File: config.mk
export PLATFORM = sky130hd
export DESIGN_NAME = ps2_host_tx
export DESIGN_NICKNAME = d
export VERILOG_FILES = /design/src/rtl/ps2_host_tx.sv
export SDC_FILE = /design/constraint.sdc
export NUM_CORES = 1
export LEC_CHECK = 0
export ABC_AREA = 1
export CAP_MARGIN = 20
export CORE_ASPECT_RATIO = 1.1
export CORE_MARGIN = 2
export CORE_UTILIZATION = 54
export DETAILED_ROUTE_END_ITERATION = 7
export GPL_TIMING_DRIVEN = 0
export PLACE_DENSITY_LB_ADDON = 0.12
export SYNTH_ARGS = -nofsm -noshare
export SYNTH_HDL_FRONTEND = slang
export SYNTH_SLANG_ARGS = --single-unit
File: constraint.sdc
create_clock -name clock_100Mhz -period 4.03 [get_ports clock_100Mhz]
set_input_delay 0.806 -clock clock_100Mhz [delete_from_list [all_inputs] [get_ports clock_100Mhz]]
set_output_delay 0.806 -clock clock_100Mhz [all_outputs]
set_load 0.03 [all_outputs]
File: src/rtl/ps2_host_tx.sv
// Host-to-device PS/2 command transmitter: inhibits the bus, issues a start bit,
// shifts data/parity/stop on device clock falling edges and reports ack/nack/timeout.
module ps2_host_tx #(
  parameter int unsigned INHIBIT_CYCLES       = 12000,
  parameter int unsigned START_TIMEOUT_CYCLES = 1500000,
  parameter int unsigned XFER_TIMEOUT_CYCLES  = 200000
) (
  input  logic       clock_100Mhz,
  input  logic       reset,
  input  logic [7:0] tx_data,
  input  logic       tx_valid,
  output logic       tx_ready,
  output logic       busy,
  output logic       done,
  output logic [1:0] status,
  input  logic       ps2_clk_in,
  input  logic       ps2_data_in,
  output logic       ps2_clk_oe,
  output logic       ps2_data_oe,
  output logic [2:0] dbg_state_o
);

  // Handshake: a byte is taken on a clock edge where tx_valid && tx_ready;
  // tx_ready is high only in IDLE, and requests while busy are dropped, not queued.

  typedef enum logic [2:0] {
    S_IDLE, S_INHIBIT, S_REQ, S_SEND_WAIT, S_SEND, S_ACK, S_WAIT_IDLE, S_FINISH
  } state_t;

  localparam logic [31:0] INH_LAST   = 32'(INHIBIT_CYCLES - 1);
  localparam logic [31:0] START_LAST = 32'(START_TIMEOUT_CYCLES - 1);
  localparam logic [31:0] XFER_LAST  = 32'(XFER_TIMEOUT_CYCLES - 1);

  state_t      state_q, state_d;
  logic [9:0]  frame_q, frame_d;
  logic [3:0]  idx_q, idx_d;
  logic [31:0] cnt_q, cnt_d;
  logic [1:0]  status_q, status_d;
  logic        data_oe_q, data_oe_d;

  // Idle lines float high, so the synchronisers reset to 1 to avoid a false edge.
  logic clk_s1_q, clk_s2_q, clk_prev_q, data_s1_q, data_s2_q;
  logic clk_fall;

  always_ff @(posedge clock_100Mhz or negedge reset) begin
    if (!reset) begin
      clk_s1_q   <= 1'b1;
      clk_s2_q   <= 1'b1;
      clk_prev_q <= 1'b1;
      data_s1_q  <= 1'b1;
      data_s2_q  <= 1'b1;
    end else begin
      clk_s1_q   <= ps2_clk_in;
      clk_s2_q   <= clk_s1_q;
      clk_prev_q <= clk_s2_q;
      data_s1_q  <= ps2_data_in;
      data_s2_q  <= data_s1_q;
    end
  end

  assign clk_fall = clk_prev_q & ~clk_s2_q;

  always_ff @(posedge clock_100Mhz or negedge reset) begin
    if (!reset) begin
      state_q   <= S_IDLE;
      frame_q   <= '0;
      idx_q     <= '0;
      cnt_q     <= '0;
      status_q  <= 2'b00;
      data_oe_q <= 1'b0;
    end else begin
      state_q   <= state_d;
      frame_q   <= frame_d;
      idx_q     <= idx_d;
      cnt_q     <= cnt_d;
      status_q  <= status_d;
      data_oe_q <= data_oe_d;
    end
  end

  always_comb begin
    state_d   = state_q;
    frame_d   = frame_q;
    idx_d     = idx_q;
    cnt_d     = cnt_q;
    status_d  = status_q;
    data_oe_d = data_oe_q;
    case (state_q)
      S_IDLE: begin
        data_oe_d = 1'b0;
        if (tx_valid) begin
          frame_d = {1'b1, ~^tx_data, tx_data};
          idx_d   = '0;
          cnt_d   = '0;
          state_d = S_INHIBIT;
        end
      end
      S_INHIBIT: begin
        if (cnt_q == INH_LAST) begin
          cnt_d     = '0;
          data_oe_d = 1'b1;
          state_d   = S_REQ;
        end else begin
          cnt_d = cnt_q + 32'd1;
        end
      end
      S_REQ: begin
        cnt_d   = '0;
        state_d = S_SEND_WAIT;
      end
      S_SEND_WAIT: begin
        if (cnt_q == START_LAST) begin
          data_oe_d = 1'b0;
          status_d  = 2'b10;
          state_d   = S_FINISH;
        end else if (clk_fall) begin
          data_oe_d = ~frame_q[0];
          idx_d     = 4'd1;
          cnt_d     = '0;
          state_d   = S_SEND;
        end else begin
          cnt_d = cnt_q + 32'd1;
        end
      end
      S_SEND, S_ACK, S_WAIT_IDLE: begin
        // The transfer watchdog wins over an edge arriving in the same cycle.
        if (cnt_q == XFER_LAST) begin
          data_oe_d = 1'b0;
          status_d  = 2'b11;
          state_d   = S_FINISH;
        end else begin
          cnt_d = cnt_q + 32'd1;
          if (state_q == S_SEND && clk_fall) begin
            data_oe_d = ~frame_q[idx_q];
            idx_d     = idx_q + 4'd1;
            if (idx_q == 4'd9) state_d = S_ACK;
          end else if (state_q == S_ACK && clk_fall) begin
            status_d = {1'b0, data_s2_q};
            state_d  = S_WAIT_IDLE;
          end else if (state_q == S_WAIT_IDLE && clk_s2_q && data_s2_q) begin
            state_d = S_FINISH;
          end
        end
      end
      S_FINISH: begin
        data_oe_d = 1'b0;
        state_d   = S_IDLE;
      end
      default: begin
        data_oe_d = 1'b0;
        state_d   = S_IDLE;
      end
    endcase
  end

  assign tx_ready    = (state_q == S_IDLE);
  assign busy        = ~tx_ready;
  assign done        = (state_q == S_FINISH);
  assign status      = status_q;
  assign ps2_clk_oe  = (state_q == S_INHIBIT) || (state_q == S_REQ);
  assign ps2_data_oe = data_oe_q;
  assign dbg_state_o = state_q;

endmodule

==> metrics.txt, run 1 <==
# TYPE chip_impl_metric gauge
chip_impl_metric{name="finalWeightedCongestion",unit=""} 0.983
chip_impl_metric{name="path_max_fanout",unit=""} 6
chip_impl_info{name="synth_top_cells_by_area",value="sky130_fd_sc_hd__dfrtp_1 30%, sky130_fd_sc_hd__nand2_1 20%, sky130_fd_sc_hd__nand3_1 10%, sky130_fd_sc_hd__nor2_1 8.7%, sky130_fd_sc_hd__inv_1 5.3%"} 1
chip_impl_metric{name="synthesis.area",unit="um^2"} 4350
chip_impl_info{name="yosys.area.top_type",value="sky130_fd_sc_hd__dfrtp_1"} 1
chip_impl_metric{name="final_min_period_over_clock_period",unit="%"} 67.8
chip_impl_metric{name="io_buffers",unit=""} 22
chip_impl_metric{name="grt_overflow",unit=""} 0
chip_impl_metric{name="cts.htree.levels",unit=""} 3
chip_impl_metric{name="p_leak",unit="uW"} 0.00233
chip_impl_metric{name="synth_fp_nets",unit=""} 709
chip_impl_metric{name="synth_cell_type_count",unit=""} 30
chip_impl_metric{name="fmaxAchievable",unit="MHz"} 366
chip_impl_metric{name="clock_tree.buffer_depth",unit=""} 2
chip_impl_metric{name="initial_core_util",unit="%"} 55.3
chip_impl_metric{name="insertion_delay",unit="ns"} 0.35
chip_impl_info{name="timing.critical_path.to_type",value="output pin"} 1
chip_impl_metric{name="holdBufCountCts",unit=""} 0
chip_impl_metric{name="postRouteWirelength",unit="um"} 13600
chip_impl_metric{name="finalNetCount",unit=""} 743
chip_impl_info{name="run_status",value="finished clean"} 1
chip_impl_metric{name="first_pass_iters",unit=""} 5
chip_impl_metric{name="max_slew_margin",unit="%"} 57.4
chip_impl_metric{name="hold_path_depth",unit=""} 0
chip_impl_info{name="unrepaired_setup_endpoints_after_global_routing",value="false"} 1
chip_impl_metric{name="grt_start_max_net_pins",unit=""} 39
chip_impl_info{name="clk_root_buffer_cell",value="sky130_fd_sc_hd__clkbuf_8"} 1
chip_impl_metric{name="antenna_found_initial",unit=""} 0
chip_impl_metric{name="post-synth-top-area-fraction",unit="%"} 29.9
chip_impl_metric{name="seq_area",unit="um^2"} 1430
chip_impl_metric{name="worst_hold_slack",unit="ns"} 0.358
chip_impl_metric{name="multi_input_gate_area",unit="um^2"} 2560
chip_impl_metric{name="yosys_warnings",unit=""} 0
chip_impl_metric{name="worst_clock_skew",unit="ns"} 0.0112
chip_impl_metric{name="synth.avg_cell_area",unit="um^2"} 6.29
chip_impl_metric{name="ant_nets",unit=""} 0
chip_impl_metric{name="dr_wl_met3",unit="um"} 923
chip_impl_metric{name="vias",unit=""} 4703
chip_impl_info{name="cp-start-kind",value="flip-flop"} 1
chip_impl_metric{name="final_hold_viol_count",unit=""} 0
chip_impl_metric{name="setup_tns",unit="ns"} 0
chip_impl_info{name="layout_common_cells",value="235 x sky130_fd_sc_hd__nand2_1, 101 x sky130_fd_sc_hd__nor2_1, 88 x sky130_fd_sc_hd__nand3_1"} 1
chip_impl_metric{name="vias_in_the_first_global_route",unit=""} 4419
chip_impl_metric{name="post-cts-setup-buffer-count",unit=""} 0
chip_impl_metric{name="clk_transition_reported_paths",unit="ns"} 0.08
chip_impl_metric{name="dieWidth",unit="um"} 89.6
chip_impl_metric{name="worst_pin_slew",unit="ns"} 0.639
chip_impl_info{name="cts_tree",value="yes"} 1
chip_impl_metric{name="drt_iter0_drc",unit=""} 367
chip_impl_metric{name="worst_r2r_path_depth",unit=""} 11
chip_impl_metric{name="wire_per_inst",unit="um"} 16.2
chip_impl_metric{name="fillCellCount",unit=""} 806
chip_impl_info{name="dr.max_layer_used",value="met4"} 1
chip_impl_metric{name="die-area",unit="um^2"} 8800
chip_impl_metric{name="cts_made_buffers",unit=""} 9
chip_impl_metric{name="power_density",unit="nW/um^2"} 552
chip_impl_metric{name="m1WireLength",unit="um"} 5660
chip_impl_info{name="timing.hold.worst.class",value="flip-flop to flip-flop"} 1
chip_impl_metric{name="gate_count_of_the_mapped_netlist",unit=""} 692
chip_impl_metric{name="cts.sink_count",unit=""} 57
chip_impl_metric{name="critPathRequiredTime",unit="ns"} 3.22
chip_impl_metric{name="min_period",unit="ns"} 2.73
chip_impl_metric{name="fp.dieH",unit="um"} 98.2
chip_impl_metric{name="route.detailed.drc",unit=""} 0
chip_impl_info{name="most_common_library_cell_in_the_layout_ignoring_fill_and_taps",value="sky130_fd_sc_hd__nand2_1"} 1
chip_impl_metric{name="floorplan.rows",unit=""} 34
chip_impl_metric{name="route.detailed.vias_per_inst",unit=""} 5.61
chip_impl_metric{name="grt_pass1_wl",unit="um"} 21800
chip_impl_metric{name="io_pins",unit=""} 23
chip_impl_metric{name="hpwlAfterDp",unit="um"} 10100
chip_impl_metric{name="drv.max_cap_violation_count",unit=""} 0
chip_impl_metric{name="ys_ff_latch",unit=""} 57
chip_impl_info{name="path_class",value="flip-flop to output pin"} 1
chip_impl_metric{name="finalSetupViolCount",unit=""} 0
chip_impl_metric{name="cp_data_arrival_time",unit="ns"} 1.93
chip_impl_metric{name="met2_routed_wl",unit="um"} 6440
chip_impl_metric{name="ir_drop",unit="V"} 0.000430
chip_impl_metric{name="flow.area_growth_from_synthesis",unit="%"} 14.2
chip_impl_metric{name="seq_area_frac_synth",unit="%"} 32.9
chip_impl_metric{name="antenna_cells",unit=""} 0
chip_impl_metric{name="design.core.area",unit="um^2"} 7870
chip_impl_metric{name="cts-resized-gates",unit=""} 0
chip_impl_metric{name="track_usage",unit="%"} 32.6
chip_impl_metric{name="final_max_slew_viol_count",unit=""} 0
chip_impl_metric{name="drive_gt1_share",unit="%"} 8.07
==> final cells by class <==
type	instances	area share, %
Multi-Input combinational cell	548	51.4
Sequential cell	57	28.8
Inverter	70	5.28
Timing Repair Buffer	23	4.73
Tap cell	108	2.72
Clock inverter	7	2.52
Clock buffer	9	2.49
Buffer	17	2.01
==> path summary, 6_finish.rpt <==
kind / startpoint / to / slack [ns]
setup / recovery: dbg_state_o[0] / ps2_clk_oe / 1.30
hold / removal: clk_s1_q / clk_s2_q / 0.36
setup reg to reg: cnt_q[0] / cnt_q[11] / 1.79
hold reg to reg: clk_s1_q / clk_s2_q / 0.36
max in group asynchronous: reset / data_s1_q / 2.97
min in group asynchronous: reset / cnt_q[0] / 0.42
==> stage by stage <==
step / worst slack (ns) / utilization, % / area (um^2) / power, uW / std cells
global placement: 0.330 / 59.8 / 4710 / 2000 / 822
CTS: 1.30 / 63.2 / 4970 / 2730 / 839
global route: 1.24 / 63.2 / 4970 / 2910 / 839
finish: 1.30 / 63.2 / 4970 / 2750 / 839
floorplan: 1.98 / - / 4350 / 1630 / 692
detailed placement: 1.70 / 60.0 / 4720 / 2020 / 823
==> synthesized netlist by cell type, drive strengths merged <==
cell type,n
a21oi,11
a31oi,1
and2,2
buf,10
clkbuf,7
clkinv,1
dfrtp,52
dfstp,5
ha,4
inv,69
mux2,7
nand2,239
nand3,91
nand3b,1
nand4,36
nor2,106
nor3,8
o211ai,3
o21ai,22
xnor2,6
xor2,11
==> per-layer routing <==
metal	vias to the layer above	global-route usage, %
li1	2309	-
met1	2158	41.5
met2	200	53.7
met3	36	5.16
met4	0	14.4
met5	-	0
==> flip-flops by register name (all words and copies together), names as in the netlist <==
signal	flops
cnt_q	32
frame_q	10
idx_q	4
dbg_state_o	3
status	2
clk_prev_q	1
clk_s1_q	1
clk_s2_q	1
data_s1_q	1
data_s2_q	1
ps2_data_oe	1
==> where the power goes <==
part | leakage, uW | internal [uW] | switching [uW] | total, uW
sequential | 0.000739 | 703 | 145 | 849
combinational | 0.00146 | 396 | 805 | 1200
clock | 0.000124 | 417 | 279 | 697
==> logic make-up after synthesis <==
family                   Yosys count  synth area share, %
AND/OR/NAND/NOR                  483                 47.9
buffers and inverters             87                 8.33
flip-flops                        57                 32.9
AO/OA/AOI/OAI                     37                 4.45
XOR/XNOR                          17                 3.42
multiplexers                       7                 1.81
adder cells (fa/ha/maj)            4                 1.15
==> critical path: stages (launching register included) <==
cell and delay [ns]:
sky130_fd_sc_hd__dfrtp_1 0.43, sky130_fd_sc_hd__inv_1 0.08, sky130_fd_sc_hd__nor2_1 0.12, sky130_fd_sc_hd__nand2_1 0.13, sky130_fd_sc_hd__nand2_1 0.14, sky130_fd_sc_hd__clkdlybuf4s50_1 0.68
Note: power is estimated with default switching activity, not from simulation.
==> inputs of run 2 (changes only) <==
clock period = 2.45 ns   (was 4.03 ns; I/O delays follow)
==> run 2 against run 1 <==
Global-route usage unchanged. First-iteration DRC count unchanged. Worst hold slack got worse by 0.26 ns. Flip-flop and latch count unchanged. Combinational power increased by 64%. Sequential power increased by 65%. Critical path depth decreased by 1. Register-to-register slack got worse by 1.6 ns. Non-clock buffer count unchanged. Largest cell class unchanged. Largest power group unchanged.
==> metrics.txt, run 2 (same netlist as run 1, synthesis figures left out) <==
# TYPE chip_impl_metric gauge
chip_impl_info{name="run_status",value="finished clean"} 1
chip_impl_metric{name="antenna_found_initial",unit=""} 0
chip_impl_metric{name="dieWidth",unit="um"} 89.6
chip_impl_metric{name="finalNetCount",unit=""} 743
chip_impl_metric{name="fin_area",unit="um^2"} 4980
chip_impl_metric{name="route.detailed.vias_per_inst",unit=""} 5.62
chip_impl_metric{name="initial_core_util",unit="%"} 55.3
chip_impl_metric{name="grt_pass1_wl",unit="um"} 21800
chip_impl_metric{name="hpwlAfterDp",unit="um"} 10100
chip_impl_metric{name="dpl_cell_area",unit="um^2"} 4720
chip_impl_metric{name="vias",unit=""} 4712
chip_impl_metric{name="vias_in_the_first_global_route",unit=""} 4419
chip_impl_metric{name="p_leak",unit="uW"} 0.00235
chip_impl_metric{name="track_usage",unit="%"} 32.6
chip_impl_info{name="cp-start-kind",value="flip-flop"} 1
chip_impl_info{name="critical_path.cell_chain",value="nor2_1 > nand2_1 > inv_1 > clkdlybuf4s50_1"} 1
chip_impl_metric{name="max_slew_margin",unit="%"} 57.2
chip_impl_metric{name="die-area",unit="um^2"} 8800
chip_impl_metric{name="switching_power",unit="uW"} 2010
chip_impl_metric{name="wire_per_inst",unit="um"} 16.2
chip_impl_info{name="regMostFlops",value="cnt_q"} 1
chip_impl_metric{name="route.detailed.drc",unit=""} 0
chip_impl_metric{name="min_period",unit="ns"} 2.35
chip_impl_metric{name="clock_tree.buffer_depth",unit=""} 2
chip_impl_metric{name="design.core.area",unit="um^2"} 7870
chip_impl_metric{name="flow.area_growth_from_synthesis",unit="%"} 14.3
chip_impl_metric{name="worst_r2r_path_depth",unit=""} 11
chip_impl_info{name="path_class",value="flip-flop to output pin"} 1
chip_impl_metric{name="drt_iter0_drc",unit=""} 367
chip_impl_info{name="layout_common_cells",value="235 x sky130_fd_sc_hd__nand2_1, 101 x sky130_fd_sc_hd__nor2_1, 88 x sky130_fd_sc_hd__nand3_1"} 1
chip_impl_metric{name="fmaxAchievable",unit="MHz"} 425
chip_impl_metric{name="path_max_fanout",unit=""} 6
chip_impl_metric{name="clock_power_share",unit="%"} 25.3
chip_impl_metric{name="clk_transition_reported_paths",unit="ns"} 0.08
chip_impl_metric{name="final_max_slew_viol_count",unit=""} 0
chip_impl_info{name="timing.critical_path.to_type",value="output pin"} 1
chip_impl_metric{name="cp_data_arrival_time",unit="ns"} 1.86
chip_impl_metric{name="combPwrFrac",unit="%"} 43.7
chip_impl_metric{name="power_density",unit="nW/um^2"} 906
chip_impl_metric{name="cts.htree.levels",unit=""} 3
chip_impl_info{name="cts_tree",value="yes"} 1
chip_impl_metric{name="io_pins",unit=""} 23
chip_impl_metric{name="ir_drop",unit="V"} 0.000693
chip_impl_metric{name="worst_pin_slew",unit="ns"} 0.642
chip_impl_metric{name="fillCellCount",unit=""} 806
chip_impl_metric{name="cts_made_buffers",unit=""} 9
chip_impl_metric{name="floorplan.rows",unit=""} 34
chip_impl_metric{name="finalWeightedCongestion",unit=""} 0.983
chip_impl_metric{name="io_buffers",unit=""} 22
chip_impl_metric{name="antenna_cells",unit=""} 0
chip_impl_metric{name="finalPower",unit="uW"} 4510
chip_impl_metric{name="critPathRequiredTime",unit="ns"} 1.96
chip_impl_metric{name="worst_clock_skew",unit="ns"} 0.0120
chip_impl_metric{name="drv.max_cap_violation_count",unit=""} 0
chip_impl_info{name="crit_start",value="dbg_state_o[1]"} 1
chip_impl_metric{name="fp.dieH",unit="um"} 98.2
chip_impl_metric{name="setup_tns",unit="ns"} 0
chip_impl_metric{name="first_pass_iters",unit=""} 5
chip_impl_metric{name="internal_dissipation",unit="uW"} 2490
chip_impl_info{name="largest_registers",value="cnt_q x32, frame_q x10, idx_q x4"} 1
chip_impl_metric{name="insertion_delay",unit="ns"} 0.35
chip_impl_metric{name="critical-path-max-stage-delay",unit="ns"} 0.67
chip_impl_metric{name="flip_flop_count_of_the_largest_register_after_layout",unit=""} 32
chip_impl_info{name="clk_root_buffer_cell",value="sky130_fd_sc_hd__clkbuf_8"} 1
chip_impl_metric{name="cts.sink_count",unit=""} 57
chip_impl_metric{name="p_sw_share",unit="%"} 44.7
chip_impl_metric{name="holdBufCountCts",unit=""} 0
chip_impl_metric{name="final_hold_viol_count",unit=""} 0
chip_impl_info{name="regToRegStartpoint",value="cnt_q[0]"} 1
chip_impl_info{name="timing.hold.worst.class",value="primary input to async pin"} 1
chip_impl_metric{name="finalSetupViolCount",unit=""} 0
chip_impl_info{name="unrepaired_setup_endpoints_after_global_routing",value="false"} 1
chip_impl_metric{name="drive_gt1_share",unit="%"} 8.07
chip_impl_metric{name="grt_overflow",unit=""} 0
chip_impl_metric{name="grt_start_max_net_pins",unit=""} 39
chip_impl_metric{name="final_min_period_over_clock_period",unit="%"} 96.1
chip_impl_metric{name="ant_nets",unit=""} 0
chip_impl_info{name="critical_path.slowest_cell",value="sky130_fd_sc_hd__clkdlybuf4s50_1"} 1
chip_impl_info{name="most_common_library_cell_in_the_layout_ignoring_fill_and_taps",value="sky130_fd_sc_hd__nand2_1"} 1
chip_impl_metric{name="share_seq_of_total_power",unit="%"} 30.9
chip_impl_metric{name="postRouteWirelength",unit="um"} 13600
[run 2: cell type report]
cell class	instances	area (um^2)	area share (%)
Buffer	17	100	2.01
Clock buffer	9	124	2.49
Clock inverter	7	125	2.51
Inverter	70	263	5.28
Multi-Input combinational cell	548	2560	51.4
Sequential cell	57	1430	28.8
Tap cell	108	135	2.72
Timing Repair Buffer	23	238	4.78
[run 2: what timing repair did]
item | 4_1_cts | 5_1_grt
setup buffers | 0 | 0
endpoints found under the setup margin | 0 | 1
gates resized for setup | 0 | 1
[run 2: final timing paths]
path                              to  slack [ns]
setup / recovery            tx_ready         0.1
hold reg to reg             clk_s2_q        0.36
max in group asynchronous  data_s1_q        1.70
setup reg to reg           cnt_q[11]        0.21
min in group clock_100Mhz   clk_s2_q        0.36
hold / removal              cnt_q[0]        0.10
[run 2: worst max-delay path: cells and delay by family, from the launching register on]
| family | cells | cell delay (ns) |
|---|---|---|
| buf+inv | 2 | 0.78 |
| simple gates | 2 | 0.31 |
| flops | 1 | 0.43 |
[run 2: stage by stage]
| stage | hold WS [ns] | instances | setup slack, ns | util [%] |
|---|---|---|---|---|
| floorplan | 0.194 | 692 | 0.403 | - |
| global placement | 0.345 | 822 | -0.934 | 59.8 |
| detailed placement | 0.349 | 823 | 0.312 | 60.0 |
| CTS | 0.114 | 839 | 0.0375 | 63.2 |
| global route | 0.148 | 839 | 0.00856 | 63.2 |
| finish | 0.102 | 839 | 0.0962 | 63.2 |
[run 2: power by group through the flow]
stage          Sequential, uW  Clock [uW]  Combinational [uW]
2_1_floorplan            1430           0                1260
3_3_place_gp             1390           0                1900
3_5_place_dp             1400           0                1930
4_1_cts                  1390        1150                1940
5_1_grt                  1430        1190                2170
6_report                 1400        1140                1970
[run 2: per-layer routing]
metal  routed length [um]  GRT usage [%]  up-vias  part of all wire (%)
met1                 5730           41.5     2156                    42
met4                  531           14.4        0                   3.9
met5                    0              0        -                     0
met3                  834           5.16       40                   6.1
met2                 6460           53.7      204                    48
li1                     -              -     2312                     -
